===== src/rtl/mirror_skolem_stream.sv =====
// mirror_skolem_stream: streams mirror Skolem pairs (X, Y = X) through a small output FIFO
// Ports: clk, rst (asynchronous, active-high)
//   in_valid_i / in_ready_o / in_x_i        : universal word input stream
//   inj_mask_i                              : fault mask XORed into Y at write time
//   out_valid_o / out_ready_i               : head-entry handshake
//   out_x_o / out_y_o / out_sat_o           : head entry and its formula value
//   pair_cnt_o / err_cnt_o                  : emitted pairs / emitted pairs with out_sat_o = 0
// Option macro MIRROR_CHECK_EN builds mask injection, the checker and err_cnt_o;
// without it Y = X, out_sat_o = 1 and err_cnt_o = 0.
module mirror_skolem_stream #(
   parameter int N     = 10,
   parameter int DEPTH = 4
) (
   input  logic         clk,
   input  logic         rst,
   input  logic         in_valid_i,
   output logic         in_ready_o,
   input  logic [N-1:0] in_x_i,
   input  logic [N-1:0] inj_mask_i,
   output logic         out_valid_o,
   input  logic         out_ready_i,
   output logic [N-1:0] out_x_o,
   output logic [N-1:0] out_y_o,
   output logic         out_sat_o,
   output logic [15:0]  pair_cnt_o,
   output logic [15:0]  err_cnt_o
);
   localparam int AW = $clog2(DEPTH);
   localparam logic [AW:0] FULL = (AW+1)'(DEPTH);
   logic [N-1:0]  x_mem_q [DEPTH];
   logic [AW-1:0] wr_q, rd_q;
   logic [AW:0]   occ_q, occ_d;
   logic [15:0]   pair_q, pair_d;
   logic          push, pop;
   // in_ready_o depends only on occupancy, so a pop never frees a slot in the same cycle
   assign in_ready_o  = occ_q != FULL;
   assign out_valid_o = occ_q != '0;
   assign push        = in_valid_i & in_ready_o;
   assign pop         = out_valid_o & out_ready_i;
   assign occ_d       = push == pop ? occ_q : push ? occ_q + 1'b1 : occ_q - 1'b1;
   assign pair_d      = pair_q + 16'(pop);
   assign out_x_o     = x_mem_q[rd_q];
   assign pair_cnt_o  = pair_q;
   always_ff @(posedge clk or posedge rst) begin
      if (rst) begin
         occ_q  <= '0;
         wr_q   <= '0;
         rd_q   <= '0;
         pair_q <= '0;
      end else begin
         occ_q  <= occ_d;
         pair_q <= pair_d;
         if (push) wr_q <= wr_q + 1'b1;
         if (pop) rd_q <= rd_q + 1'b1;
      end
   end
   always_ff @(posedge clk) begin
      if (push) x_mem_q[wr_q] <= in_x_i;
   end
`ifdef MIRROR_CHECK_EN
   logic [N-1:0] y_mem_q [DEPTH];
   logic [15:0]  err_q, err_d;
   always_ff @(posedge clk) begin
      if (push) y_mem_q[wr_q] <= in_x_i ^ inj_mask_i;
   end
   assign out_y_o   = y_mem_q[rd_q];
   // an empty FIFO reports satisfied so out_sat_o comes out of reset as 1
   assign out_sat_o = ~out_valid_o | (&(out_x_o ~^ out_y_o));
   assign err_d     = err_q + 16'(pop & ~out_sat_o);
   assign err_cnt_o = err_q;
   always_ff @(posedge clk or posedge rst) begin
      if (rst) err_q <= '0;
      else err_q <= err_d;
   end
`else
   logic unused_mask;
   assign unused_mask = ^inj_mask_i;
   assign out_y_o     = out_x_o;
   assign out_sat_o   = 1'b1;
   assign err_cnt_o   = '0;
`endif
endmodule


===== config.mk =====
export PLATFORM = sky130hd
export DESIGN_NAME = mirror_skolem_stream
export DESIGN_NICKNAME = d
export VERILOG_FILES = /design/src/rtl/mirror_skolem_stream.sv
export SDC_FILE = /design/constraint.sdc
export NUM_CORES = 1
export LEC_CHECK = 0
export CAP_MARGIN = 20
export CORE_ASPECT_RATIO = 1.4
export CORE_MARGIN = 3
export CORE_UTILIZATION = 48
export CTS_CLUSTER_DIAMETER = 200
export DETAILED_ROUTE_END_ITERATION = 10
export GPL_ROUTABILITY_DRIVEN = 0
export PLACE_DENSITY = 0.8
export SYNTH_ARGS = -nofsm -noshare
export SYNTH_HDL_FRONTEND = slang
export SYNTH_SLANG_ARGS = --single-unit

===== constraint.sdc =====
create_clock -name clk -period 2.4 [get_ports clk]
set_input_delay 0.24 -clock clk [delete_from_list [all_inputs] [get_ports clk]]
set_output_delay 0.24 -clock clk [all_outputs]
set_load 0.02 [all_outputs]

== Word-level counts from Yosys, hierarchy flattened ==
Memory sizes are Yosys's and may differ from the RTL's.
Index checks and enable logic that the tools add are counted.
Word-level totals
  memory bits (read-only): 0
  register bits after elaboration: 23
  logic and storage cells: 18
  RAM bits: 40
  input bits: 24
  output and inout port bits: 55
  bits in latches: 0
  memories kept: 1
Cells by class
  add/subtract/negate cells: 5
  multiplexer cells: 3
  bitwise logic cells: 2
  multipliers: 0
  equality and inequality tests: 2
  shifts and indexed selects: 0
  reductions and logical operators: 1
  divide/modulo/power cells: 0
  magnitude comparators: 0
Memory list
  x_mem_q: depth 4, width 10, rd ports 1, clocked after memory_dff 0, write ports 1, line 30  | logic [N-1:0] x_mem_q [DEPTH];
Operator list (number)
  $add 16x1->16: 1
  $add 2x1->2 const B: 2
  $add 3x1->3 const B: 1
  $mux 3: 1
  $ne 3x3->1 const B: 1
  $reduce_bool 3->1: 1
  $sub 3x1->3 const B: 1
  $and 1x1->1: 2
  $mux 1: 2
  $eq 1x1->1: 1

== Logic depth before layout (Yosys ltp) ==
Gate-level depths: netlist of run 1.
  depth in word-level cells: 4
  depth in mapped cells: 10

== Worst setup path after synthesis of run 1 ==
Ideal clock, no wire load.
  kind: flip-flop to flip-flop
  from: register occ_q[1]
  to: register pair_q[8] (netlist: pair_cnt_o[8])
  required time: 2.268 ns
  cell stages (with the launch flop): 10
  setup slack: 0.240 ns
  arrival: 2.028 ns
  path buffers: 1
  setup time: 0.132 ns
  cell sequence: dfrtp_1 > or3_1 > and2_4 > ha_1 > ha_1 > and2_1 > clkbuf_1 > nand2_1 > nor2_1 > xor2_1
Between the ends
  longest elaborated chain between the ends: 3
RTL lines
  start: declaration: line 32  | logic [AW:0] occ_q, occ_d;
  start signal: assignment: line 46  | occ_q <= '0;
  start signal: assignment: line 51  | occ_q <= occ_d;
  $reduce_bool 3->1: line 37  | assign out_valid_o = occ_q != '0;
  via out_valid_o: line 20  | output logic out_valid_o,
  $and 1x1->1: line 39  | assign pop = out_valid_o & out_ready_i;
  via pop: line 34  | logic push, pop;
  $add 16x1->16: line 41  | assign pair_d = pair_q + 16'(pop);
  via pair_d[8]: line 33  | logic [15:0] pair_q, pair_d;
  end signal: assignment: line 52  | pair_q <= pair_d;
  end: declaration: line 33
The timed path passes the listed nets, and every way through them passes these cells.
A chain may end at the register's enable or synchronous reset.

== Worst setup path after layout of run 1 ==
  from: register rd_q[0]
  to: output port out_x_o[7]
Between the ends
  longest elaborated chain between the ends: 1
RTL lines
  start: declaration: line 31  | logic [AW-1:0] wr_q, rd_q;
  start signal: assignment: line 54  | if (pop) rd_q <= rd_q + 1'b1;
  $mem_v2 4x10
  end: declaration: line 22  | output logic [N-1:0] out_x_o,
Every way passes these cells.

==> results of run 1 <==
metal layers:
metal | GRT usage (%) | share of wire (%) | up-vias | wire (um)
met3 | 4.24 | 6.4 | 11 | 300
li1 | - | - | 751 | -
met5 | 0 | 0 | - | 0
met1 | 17.0 | 39 | 756 | 1830
met2 | 24.1 | 52 | 54 | 2430
met4 | 10.4 | 3.2 | 0 | 150
synthesized netlist by cell type (all sizes together) (5+ instances only):
master and instances:
buf 32, nand3 6, xnor2 10, inv 5
mux4 10, and2 6, nor2 10, nand2 12
ha 7, edfxtp 40, xor2 8, dfrtp 23
through the flow:
| step | util, % | std cells |
|---|---|---|
| 3_3_place_gp | 58.8 | 301 |
| 2_1_floorplan | - | 210 |
| 4_1_cts | 62.0 | 317 |
| 3_5_place_dp | 58.8 | 301 |
| 6_report | 62.1 | 317 |
| 5_1_grt | 62.1 | 317 |
worst max-delay path by stage:
| stage | slack [ps] | depth (start not counted) | end |
|---|---|---|---|
| after floorplan | 240 | 9 | pair_cnt_o[8] |
| after global placement | 340 | 8 | pair_cnt_o[8] |
| after detailed placement | 300 | 8 | occ_q[1] |
| after CTS | 20 | 3 | out_x_o[7] |
| after global routing | 30 | 3 | out_y_o[7] |
| final | 120 | 3 | out_x_o[7] |
power groups by stage:
stage | Combinational [mW] | Clock, mW | Sequential (mW)
2_1_floorplan | 1.23 | 0 | 1.64
3_5_place_dp | 1.80 | 0 | 1.67
5_1_grt | 1.91 | 0.915 | 1.68
3_3_place_gp | 1.76 | 0 | 1.65
6_report | 1.78 | 0.839 | 1.65
4_1_cts | 1.80 | 0.858 | 1.65
cells by family (layout without fill, tap and decap cells):
family | after synthesis | count (layout) | share of synthesized area [%]
flip-flops | 63 | 63 | 61.9
AND/OR/NAND/NOR | 44 | 44 | 8.58
buffers and inverters | 38 | 77 | 9.02
XOR/XNOR | 18 | 18 | 5.49
multiplexers | 12 | 12 | 8.63
AO/OA/AOI/OAI | 10 | 10 | 2.40
adder cells (fa/ha/maj) | 8 | 8 | 3.75
other | 2 | 17 | 0.262
worst reg2reg max path, cell delays in order, from the launching register on:
cell and delay [ps]:
dfrtp_1 450, or3_1 420, and2_4 190, ha_1 200, ha_1 200, and2_1 230
nand2_1 100, nor2_1 50, xor2_1 140
layout make-up:
class	instances	area (um2)
clock buffer	12	135
clock inverter	4	46.3
fill	424	2140
inverter	5	18.8
multi-input combinational	109	892
sequential	63	1780
tap	68	85.1
timing repair buffer	56	552
registers in the layout, summed over array words and instances (netlist names):
register and flops:
occ_q 3, pair_cnt_o 16, rd_q 2, wr_q 2, x_mem_q 40
==> results.json, run 1 <==
{
  "status": "complete, no violations",
  "yosysSeqAreaShare_pct": 61.9,
  "ir_worst_vdd_mv": 0.771,
  "power.share.switching_pct": 34.7,
  "syn-cell-area_um2": 2870,
  "setup.worst_path.class": "reg -> out",
  "wl_per_cell_um": 14.9,
  "r2r_cells": 8,
  "grt.total_usage_pct": 15.1,
  "grt_max_degree": 24,
  "power.density_nw_per_um2": 1220,
  "clock_latency_ps": 330,
  "ys.flop_type": "edfxtp_1",
  "dp_slack_ps": 305,
  "fmax_ghz": 0.438,
  "antenna_found_initial": 0,
  "clock_path_buffers": 2,
  "clock_sinks": 63,
  "skew_ps": 4.79,
  "p_sw_mw": 1.48,
  "drc": 0,
  "cp_slowest_stage_delay_ps": 570,
  "layout.nets": 276,
  "rows": 32,
  "portBuffers": 51,
  "fin_area_um2": 3510,
  "cp_max_fo": 10,
  "period_needed_ps": 2280,
  "max_cap_viol_count": 0,
  "whs_ps": 245,
  "hold_class": "in -> async",
  "placed_area_um2": 3320,
  "drt_iter0_markers": 76,
  "crit_required_ps": 2160,
  "grt_pass1_wl_mm": 7.85,
  "synth_seq_cells": 63,
  "initial_core_util_pct": 50.9,
  "diodes": 0,
  "rr_endpoint": "pair_cnt_o[8]",
  "fin_crit_sh_pct": 95.2,
  "yosysWarnings": 0,
  "vias": 1572,
  "cts_root_buffer": "clkbuf_8",
  "cts_tree": "yes",
  "power_mw": 4.27,
  "seq_power_share_pct": 38.6,
  "synthCells": 195,
  "cts_setup_buffers": 0,
  "p_leak_nw": 1.35,
  "wl_mm": 4.71,
  "grt_pass1_vias": 1627,
  "hold_viol": 0,
  "cp-startpoint": "rd_q[0]",
  "drive_gt1_share_pct": 14.5,
  "io_pins": 79,
  "ys_top_cells_by_area": "edfxtp_1, dfrtp_1, mux4_2",
  "syn2layout_area_growth_pct": 22.1,
  "layout_common_cells": "clkdlybuf4s50_1, edfxtp_1, dfrtp_1",
  "core_um2": 5650,
  "startpoint_type": "flop",
  "die_y_um": 97.5,
  "clkTransAtPathRegs_ps": 60,
  "worst_setup_path_end_kind": "output pin",
  "arrival_ps": 2040,
  "ant_nets": 0,
  "rsz0062_at_grt": "false",
  "vias_per_cell": 4.96,
  "synthArstFlopShare_pct": 36.5,
  "finalWorstSetupSlack_ps": 115,
  "holdBufCountCts": 0,
  "finalSetupTns_ps": 0,
  "r2r-start": "occ_q[1]",
  "p_int_mw": 2.79,
  "cts_resized": 0,
  "setup_viol": 0,
  "ctsHtreeMaxLevel": 3,
  "layout_commonest_cell": "clkdlybuf4s50_1",
  "slew_violations": 0,
  "dieArea_um2": 6960,
  "yosys.area.top_type": "edfxtp_1",
  "r2r_slack_ps": 310,
  "die_w_um": 71.4,
  "drtPass1Iterations": 4,
  "dpl.hpwl_mm": 3.53,
  "clockPowerShare_pct": 19.6,
  "synth_edf_count": 40,
  "slowest_stage": "clkdlybuf4s50_1",
  "syn_area_per_cell_um2": 14.7,
  "synth_top_area_share_pct": 41.8,
  "crit_path_cell_trace": "buf_6, mux4_2, clkdlybuf4s50_1",
  "cts_made_buffers": 9,
  "combPwrFrac_pct": 41.7,
  "slew_headroom_pct": 65.3,
  "crit_buf_inv": 2,
  "cpLargestDelayFamily": "buffers and inverters",
  "worst_pin_slew_ps": 521,
  "synthDistinctLibCells": 38,
  "gr-total-overflow": 0
}
No activity file was read; power rests on OpenSTA's default activity.
==> run 2: changes to the inputs <==
CELL_PAD_IN_SITES_DETAIL_PLACEMENT = 1   (was default)
CELL_PAD_IN_SITES_GLOBAL_PLACEMENT = 1   (was default)
CORE_UTILIZATION = 39   (was 48)
HOLD_SLACK_MARGIN = 0.05   (was default)
==> run 2 against run 1 <==
Combinational power increased by 2%. Flip-flop and latch count unchanged. First-iteration DRC count increased by 50%. Core utilization decreased by 12 points. Cell area increased by 1.4%. Clock power increased by 4.5%. Sequential share of layout area decreased by 0.68 points. Non-clock buffer count increased by 1. Maximum frequency increased by 0.35%. Critical path type unchanged. Critical endpoint is now out_y_o[0].
==> results.json, run 2 (synthesized netlist as in run 1, its figures left out) <==
{
  "whs_ps": 232,
  "post-route-util_pct": 50.2,
  "syn2layout_area_growth_pct": 23.7,
  "slew_headroom_pct": 63.3,
  "drt_iter0_markers": 114,
  "place_inst": 329,
  "vias_per_cell": 4.71,
  "rsz0062_at_grt": "false",
  "r2r_cells": 8,
  "core_um2": 7070,
  "largest_reg_flops": 40,
  "clock_sinks": 63,
  "vias": 1626,
  "layout_common_cells": "clkdlybuf4s50_1, edfxtp_1, dfrtp_1",
  "drive_gt1_share_pct": 16.0,
  "finalSetupTns_ps": 0,
  "cts_made_buffers": 9,
  "cts_resized": 0,
  "wl_per_cell_um": 15.3,
  "drtPass1Iterations": 4,
  "slew_violations": 0,
  "antenna_found_initial": 0,
  "cp_max_fo": 10,
  "portBuffers": 51,
  "die_w_um": 78.5,
  "grt_pass1_vias": 1709,
  "clkTransAtPathRegs_ps": 70,
  "dpl.hpwl_mm": 3.84,
  "finalWorstSetupSlack_ps": 123,
  "skew_ps": 10.2,
  "hold_viol": 0,
  "grt_max_degree": 24,
  "cts_tree": "yes",
  "fin_area_um2": 3550,
  "arrival_ps": 2040,
  "fin_crit_sh_pct": 94.9,
  "holdBufCountCts": 0,
  "ctsHtreeMaxLevel": 3,
  "layout.nets": 277,
  "setup_viol": 0,
  "worst_pin_slew_ps": 550,
  "rows": 36,
  "clock_path_buffers": 2,
  "diodes": 0,
  "power.density_nw_per_um2": 1220,
  "startpoint_type": "flop",
  "crit_required_ps": 2160,
  "grt_pass1_wl_mm": 8.63,
  "clock_latency_ps": 340,
  "grt.total_usage_pct": 13.7,
  "initial_core_util_pct": 40.6,
  "ant_nets": 0,
  "layout_commonest_cell": "clkdlybuf4s50_1",
  "ir_worst_vdd_mv": 0.541,
  "dp_slack_ps": 287,
  "setup.worst_path.class": "reg -> out",
  "dieArea_um2": 8440,
  "drc": 0,
  "fillers": 733,
  "period_needed_ps": 2280,
  "cts_setup_buffers": 0,
  "hold_class": "in -> async",
  "worst_setup_path_end_kind": "output pin",
  "largest_register": "x_mem_q",
  "power_mw": 4.33,
  "gr-total-overflow": 0,
  "die_y_um": 108,
  "max_cap_viol_count": 0,
  "status": "complete, no violations",
  "io_pins": 79,
  "placed_area_um2": 3360,
  "wl_mm": 5.27,
  "cts_root_buffer": "clkbuf_8",
  "fin_cells": 345,
  "p_leak_nw": 1.36,
  "fmax_ghz": 0.439
}
run 2: changes by cell type in the layout (fill, tap and decap cells not counted), sizes merged:
cell	change
buf	+1
clkbuf	-3
clkinvlp	+1
clkinv	+2
run 2: critical path, cell delays in order, from the launching register on:
cell	delay [ps]
dfrtp_1	400
buf_6	200
mux4_2	540
clkdlybuf4s50_1	560
run 2: report_power, final:
group	total [mW]	switching (mW)	leakage (nW)	internal, mW
sequential	1.63	0.213	0.661	1.42
clock	0.877	0.407	0.0924	0.469
combinational	1.82	0.917	0.602	0.899
total	4.33	1.54	1.36	2.79
run 2: layer usage:
layer,vias to the layer above,global-route usage (%),part of all wire (%)
met4,0,8.25,2.6
met1,817,15.0,40
met3,11,3.94,5.3
met2,49,23.3,52
li1,749,-,-
met5,-,0,0
run 2: path summary, 6_finish.rpt:
check | startpoint | slack, ps | end
max | rd_q[0] | 120 | out_y_o[0]
min | rst | 230 | occ_q[2]
max reg2reg | occ_q[1] | 290 | pair_cnt_o[8]
min reg2reg | pair_cnt_o[15] | 470 | pair_cnt_o[15]
max in group asynchronous | rst | 1930 | pair_cnt_o[3]
min in group clk | pair_cnt_o[15] | 470 | pair_cnt_o[15]
run 2: final cells by class:
class	instances	area, um2	share of cell area [%]
timing repair buffer	57	559	15.7
multi-input combinational	109	892	25.1
clock buffer	9	124	3.49
sequential	63	1780	50.0
clock inverter	7	63.8	1.80
tap	95	119	3.35
inverter	5	18.8	0.528
